===== config.mk =====
export PLATFORM = sky130hd
export DESIGN_NAME = wave_sample_streamer
export DESIGN_NICKNAME = d
export VERILOG_FILES = /design/src/rtl/wave_sample_streamer.sv
export SDC_FILE = /design/constraint.sdc
export NUM_CORES = 1
export LEC_CHECK = 0
export ABC_CLOCK_PERIOD_IN_PS = 6100
export CORE_ASPECT_RATIO = 0.8
export CORE_UTILIZATION = 56
export CTS_CLUSTER_SIZE = 24
export DETAILED_ROUTE_END_ITERATION = 8
export GPL_TIMING_DRIVEN = 0
export HOLD_SLACK_MARGIN = 0.12
export PLACE_DENSITY = 0.82
export SLEW_MARGIN = 10
export SYNTH_ARGS = -nofsm -noshare
export SYNTH_HDL_FRONTEND = slang
export SYNTH_SLANG_ARGS = --single-unit

===== constraint.sdc =====
create_clock -name ti_clk -period 6.1 [get_ports ti_clk]
set_input_delay 0.915 -clock ti_clk [delete_from_list [all_inputs] [get_ports ti_clk]]
set_output_delay 0.915 -clock ti_clk [all_outputs]
set_load 0.03 [all_outputs]

===== src/rtl/wave_sample_streamer.sv =====
// Burst sample generator: steps a time argument through an external waveform compute and
// queues the upper W result bits in a FIFO drained by a host read strobe.
module wave_sample_streamer #(
  parameter int unsigned DEPTH = 16,
  parameter int unsigned W     = 16
) (
  input  logic                     ti_clk,
  input  logic                     rst_n,
  input  logic                     start,
  input  logic [15:0]              n_samples,
  input  logic [15:0]              t_step,
  output logic [15:0]              t_out,
  input  logic [31:0]              result_in,
  input  logic                     rd_req,
  output logic [W-1:0]             rd_data,
  output logic                     rd_valid,
  output logic                     busy,
  output logic                     done,
  output logic [$clog2(DEPTH):0]   level,
  output logic                     underflow
);

  localparam int unsigned AW = $clog2(DEPTH);
  localparam int unsigned LW = AW + 1;
  localparam logic [LW-1:0] FullLevel = LW'(DEPTH);

  typedef enum logic [1:0] {StIdle, StRun, StDone} state_e;

  state_e          state_q;
  logic [15:0]     t_out_q;
  logic [15:0]     remaining_q;
  logic [15:0]     step_q;
  logic            busy_q;
  logic            done_q;

  logic [AW-1:0]   wr_ptr_q;
  logic [AW-1:0]   rd_ptr_q;
  logic [LW-1:0]   level_q;
  logic [W-1:0]    rd_data_q;
  logic            rd_valid_q;
  logic            underflow_q;
  logic [W-1:0]    mem_q [DEPTH];

  logic            full;
  logic            empty;
  logic            wr_en;
  logic            rd_en;
  logic            unused_result;

  // Fullness/emptiness use the occupancy at the start of the cycle, before any same-cycle pop.
  assign full  = (level_q == FullLevel);
  assign empty = (level_q == '0);
  assign wr_en = (state_q == StRun) && !full;
  assign rd_en = rd_req && !empty;

  assign unused_result = ^result_in;

  // Sequencer: burst control and time argument generation.
  always_ff @(posedge ti_clk or negedge rst_n) begin
    if (!rst_n) begin
      state_q     <= StIdle;
      t_out_q     <= '0;
      remaining_q <= '0;
      step_q      <= '0;
      busy_q      <= 1'b0;
      done_q      <= 1'b0;
    end else begin
      unique case (state_q)
        StIdle, StDone: begin
          if (start) begin
            remaining_q <= n_samples;
            step_q      <= t_step;
            t_out_q     <= '0;
            if (n_samples == '0) begin
              state_q <= StDone;
              busy_q  <= 1'b0;
              done_q  <= 1'b1;
            end else begin
              state_q <= StRun;
              busy_q  <= 1'b1;
              done_q  <= 1'b0;
            end
          end
        end
        StRun: begin
          if (!full) begin
            t_out_q     <= t_out_q + step_q;
            remaining_q <= remaining_q - 16'd1;
            if (remaining_q == 16'd1) begin
              state_q <= StDone;
              busy_q  <= 1'b0;
              done_q  <= 1'b1;
            end
          end
        end
        default: begin
          state_q <= StIdle;
          busy_q  <= 1'b0;
          done_q  <= 1'b0;
        end
      endcase
    end
  end

  // FIFO storage carries no reset; validity is tracked by the pointers and level.
  always_ff @(posedge ti_clk) begin
    if (wr_en) begin
      mem_q[wr_ptr_q] <= result_in[31 -: W];
    end
  end

  always_ff @(posedge ti_clk or negedge rst_n) begin
    if (!rst_n) begin
      wr_ptr_q    <= '0;
      rd_ptr_q    <= '0;
      level_q     <= '0;
      rd_data_q   <= '0;
      rd_valid_q  <= 1'b0;
      underflow_q <= 1'b0;
    end else begin
      rd_valid_q <= rd_en;
      if (wr_en) begin
        wr_ptr_q <= wr_ptr_q + AW'(1);
      end
      if (rd_en) begin
        rd_ptr_q  <= rd_ptr_q + AW'(1);
        rd_data_q <= mem_q[rd_ptr_q];
      end
      if (rd_req && empty) begin
        underflow_q <= 1'b1;
      end
      case ({wr_en, rd_en})
        2'b10:   level_q <= level_q + LW'(1);
        2'b01:   level_q <= level_q - LW'(1);
        default: level_q <= level_q;
      endcase
    end
  end

  assign t_out     = t_out_q;
  assign busy      = busy_q;
  assign done      = done_q;
  assign level     = level_q;
  assign rd_data   = rd_data_q;
  assign rd_valid  = rd_valid_q;
  assign underflow = underflow_q;

endmodule


# --- Yosys cells after proc, flatten, opt, wreduce, memory -nomap -nowiden ---
# Memory sizes are Yosys's and may differ from the RTL's. A register that Yosys moved wholly into a read port is not among the register bits.
# Cells that the tools add are included.
word_totals:
  register_bits: 67
  ramBits: 256
  inputBits: 68
  out_inout_bits: 41
  mem_count: 1
mem_list:
  columns: ["name", "depth", "word_bits", "rd", "rd_ports_with_merged_regs", "write_ports", "line_no", "text"]
  rows:
  - ["mem_q", 16, 16, 1, 1, 1, "42", "logic [W-1:0] mem_q [DEPTH];"]
classes:
  add_sub_neg: 6
  eq_ne: 9
  n_mux: 24
  reduce_logical: 15
ops:
  columns: ["op", "n"]
  rows:
  - ["$mux 16", 4]
  - ["$pmux 16 s2", 2]
  - ["$add 16x16->16", 1]
  - ["$eq 16x1->1 const B", 1]
  - ["$logic_not 16->1", 1]
  - ["$sub 16x1->16 const B", 1]
  - ["$mux 1", 10]
  - ["$pmux 5 s2", 1]
  - ["$add 4x1->4 const B", 2]
  - ["$mux 2", 4]
  - ["$reduce_and 3->1", 2]
  - ["$add 5x1->5 const B", 1]
  - ["$eq 5x5->1 const B", 1]
  - ["$logic_not 5->1", 1]
  - ["$sub 5x1->5 const B", 1]
  - ["$eq 2x1->1 const B", 2]
  - ["$eq 2x2->1 const B", 2]
  - ["$ne 2x2->1 const B", 2]
  - ["$pmux 1 s2", 2]
  - ["$pmux 2 s2", 1]
  - ["$reduce_bool 2->1", 2]
  - ["$logic_and 1x1->1", 3]
  - ["$logic_not 1->1", 3]
  - ["$logic_not 2->1", 1]
  - ["3 further kinds", 3]

# --- Longest topological paths before layout ---
depth:
  depth_word: 5
  mapped_depth: 14

# --- Least setup slack after synthesis ---
# No wires, ideal clock.
synth_timing:
  path_type: "register to register"
  from: "register level_q[1], in the netlist level[1]"
  to: "memory mem_q[3][0], enable pin"
  setup_ns: 0.409
  arrival_time_ns: 2.790
  required_time_ns: 5.691
  slack_ns: 2.901
  path_stages_with_launch: 7
  synth_period_minus_slack_ns: 3.199
  path_cell_list: "dfrtp_1 -> clkbuf_1 -> nor4_1 -> a21oi_1 -> clkbuf_1 -> nand2_1 -> nor3_1"
synth_between:
  elab_chain_cells: 5
synth_lines:
  columns: ["element", "line_no", "text"]
  rows:
  - ["start, declared", "38", "logic [LW-1:0] level_q;"]
  - ["start signal, assigned", "133", "2'b10: level_q <= level_q + LW'(1);"]
  - ["start signal, assigned", "134", "2'b01: level_q <= level_q - LW'(1);"]
  - ["start signal, assigned", "135", "default: level_q <= level_q;"]
  - ["$eq 5x5->1", "51", "assign full = (level_q == FullLevel);"]
  - ["$logic_not 1->1", null, null]
  - ["$logic_and 1x1->1", "53", "assign wr_en = (state_q == StRun) && !full;"]
  - ["$mux 1", "107", "if (wr_en) begin"]
  - ["$mux 1 (not written as such)", "108", "mem_q[wr_ptr_q] <= result_in[31 -: W];"]
  - ["end, declared", "42", null]
# Every way passes these cells.

# --- Worst setup path in the final report ---
layout_timing:
  from: "register level_q[1], in the netlist level[1]"
  to: "register level_q[4], in the netlist level[4]"
layout_between:
  elab_chain_cells: 5
layout_lines:
  columns: ["element", "line_no", "text"]
  rows:
  - ["$logic_not 5->1 (*)", "52", "assign empty = (level_q == '0);"]
  - ["$logic_not 1->1 (*)", "54", "assign rd_en = rd_req && !empty;"]
  - ["$logic_and 1x1->1 (*)", "54", null]
  - ["via rd_en", "47", "logic rd_en;"]
  - ["$eq 2x1->1 / $eq 2x2->1 (equally long branches)", "132", "case ({wr_en, rd_en})"]
  - ["$pmux 5 s2 / $reduce_bool 2->1 (equally long branches)", null, null]
# Mark *: on every way through the listed nets, which the timed path passes. The rest lies on a longest branch.
# A chain may end at the register's enable or synchronous reset.

==> run summary <==
Synth Register Bits: 338
routed wire length: 34,300 um
CTS tree: yes
RR Startpoint: level[1]
Worst-path clk slew: 60 ps
PwrDens: 498 mW/mm^2
Critical Path End Type: flop
largest net degree at the start of global routing: 48
HPWL after DPL: 21,400 um
top-area cell type share of the netlist area: 54.4%
ranking of synthesized cells by area: edfxtp_1 54%, dfrtp_1 15%, mux4_2 13%
die area: 0.0259 sq mm
DR vias: 8,482
PortBufs: 92
CP required: 6540 ps
Ys Warns: 0
VDD IR max: 0.000260 V
final setup fails: 0
initial antenna violation count: 0
worst r2r path cells: 14
Clock Latency Late Sink: 570 ps
CP max FO: 10
Syn Inst Count: 846
IO Pins: 109
clk sinks: 338
synth unique cells: 59
FF-to-FF End: level[4]
pins over their slew limit: 0
Detail Route Antenna Nets: 0
number of flops mapped to enable cells by yosys: 256
# DRC: 4
max-cap viol count: 0
Clock Tree Buf Depth: 3
Hold Crit Class: primary input to async pin
Synth top cells by count: 256 x edfxtp_1, 83 x nand2_1, 82 x dfrtp_1, 80 x mux4_2, 45 x nor2_1
startpoint type of the worst setup path: flop
Initial DRC Count: 896
Crit Path Class: flop to flop
cell repeated most along the worst path: xor2_1
Setup TNS: 0 ps
mapped cell area: 0.0141 sq mm
total iterations of the first detailed-routing run: 9
Arr. time, crit path: 4340 ps
status: complete, but fails checks
crit path cell chain: clkbuf_1 -> nor2_1 -> nand2_1 -> o21ai_2 -> inv_1 -> ha_1 -> clkbuf_1 -> xor2_1 -> ha_1 -> o21bai_1 -> a21oi_1 -> xor2_1 -> nor2_1 -> xor2_1
final period utilization: 63.9%
largest area contributor in the netlist: edfxtp_1
initial core utilization: 57.6%
minimum clock period: 3900 ps
reg-to-reg slack, setup: 2200 ps
vias in the first global route: 8,524
die height: 144 um
total CTS buffers: 31
Async S/R FF share, synth: 24.3%
Worst slew margin: 31.3%
area post-placement: 0.0159 sq mm
Synthesized Nets: 941
Fillers: 1,554
Nets: 1,087
Core Region: 0.0246 sq mm
via density per instance: 6.35
Worst-Margin Slew: 1030 ps
post-DR wirelength/cell: 25.7 um
share of cells above drive strength 1: 19.8%
Max Fclk: 256 MHz
dpl ws: 2280 ps
slowest stage delay, CP: 710 ps
Hold WS: 337 ps
final setup margin: 2200 ps
most frequent cell after synthesis: edfxtp_1
failing checks: DRC
P_leak: 5.93 nW
Final Hold Vio Count: 0
htree depth: 1
# resized after CTS: 0
global-route wire length before repair: 51,600 um
row cnt: 51
routability cong.: 0.849
GR Overflow Total: 0
Power Total: 8.38 mW
CTS Hold Buffers Added: 0
Layout area overhead: 19.1%
Post-CTS Setup Inserts: 0
clk_skew: 14.9 ps
Seq/Total Area, Yosys: 68.9%
antenna cell count: 0
gr usage total: 27.4%
final instance area: 0.0168 sq mm
CTS root buf: clkbuf_16
RSZ-0062 raised after global routing: false
overall die width: 180 um
commonest register cell after synthesis: edfxtp_1
crit path max-delay cell type: o21ai_2
Avg Synthesized Cell Area: 16.7 sq um
cell type report:
type | count | area, sq um | share of cell area (%)
flip-flops and latches | 338 | 9740 | 57.8
multi-input cells | 458 | 4220 | 25.1
repair buffers | 113 | 1270 | 7.52
clock buffers | 44 | 875 | 5.19
well taps | 318 | 398 | 2.36
plain buffers | 38 | 186 | 1.11
clock inverters | 14 | 110 | 0.654
inverters | 12 | 45.0 | 0.267
layout by cell type (no fill, tap or decap), drive strengths merged, types with 4 or more instances in the layout:
cell type and count:
nor2b 4, clkinvlp 4, nand3 14, a21o 5, a21oi 22, o21a 6
clkdlybuf4s50 91, edfxtp 256, o21bai 5, nor3 14, xor2 8, nor2 45
clkbuf 66, clkinv 8, inv 13, mux2 19, nand2 83, xnor2 10
buf 38, ha 26, o21ai 45, mux4 80, nand2b 5, o31ai 6
a22oi 9, dfrtp 82, nor4 8
how the worst max path moves through the flow:
stage              from           to
2_1_floorplan  level[1]  mem_q[3][0]
3_3_place_gp      rst_n   rd_data[9]
3_5_place_dp     rd_req     level[4]
4_1_cts        level[1]     level[4]
5_1_grt        level[1]     level[4]
6_report       level[1]     level[4]
flip-flops by register name, summed over array words and instances (netlist names):
| register | cells |
|---|---|
| mem_q | 256 |
| rd_data | 16 |
| remaining_q | 16 |
| step_q | 16 |
| t_out | 16 |
| level | 5 |
| rd_ptr_q | 4 |
| wr_ptr_q | 4 |
| state_q | 2 |
| busy | 1 |
| rd_valid | 1 |
| underflow | 1 |
worst max-delay path: cells and delay by family, from the launching register on:
kind	cells	cell delay, ps
DFF	1	410
and+or+nand+nor	3	440
xor gates and xnor gates	3	560
AOI/OAI and AO/OA	3	1060
adders and majority gates	2	510
buffers and inverters	3	780
cell families after synthesis:
family	synth area share, %
and+or+nand+nor	5.96
DFF	68.9
muxes	14.4
buffers and inverters	1.64
xor gates and xnor gates	1.11
AOI/OAI and AO/OA	5.57
adders and majority gates	2.44
metal layers:
layer / vias up / part of all wire, % / track usage [%]
met3: 71 / 8.9 / 5.04
met5: - / 0 / 0
met1: 4317 / 40 / 37.3
li1: 3625 / - / -
met2: 469 / 49 / 45.5
met4: 0 / 2.6 / 9.26
where the power goes:
group	internal (mW)	total, mW	switching, mW
sequential	2.90	3.15	0.252
combinational	1.47	3.34	1.87
clock	1.04	1.89	0.847
total	5.41	8.38	2.97
per-stage QoR:
stage / instances / util, %
2_1_floorplan: 846 / -
6_report: 1335 / 68.5
5_1_grt: 1335 / 68.5
4_1_cts: 1335 / 68.5
3_5_place_dp: 1277 / 64.5
3_3_place_gp: 1256 / 62.9
No activity file was read; power rests on OpenSTA's default activity.
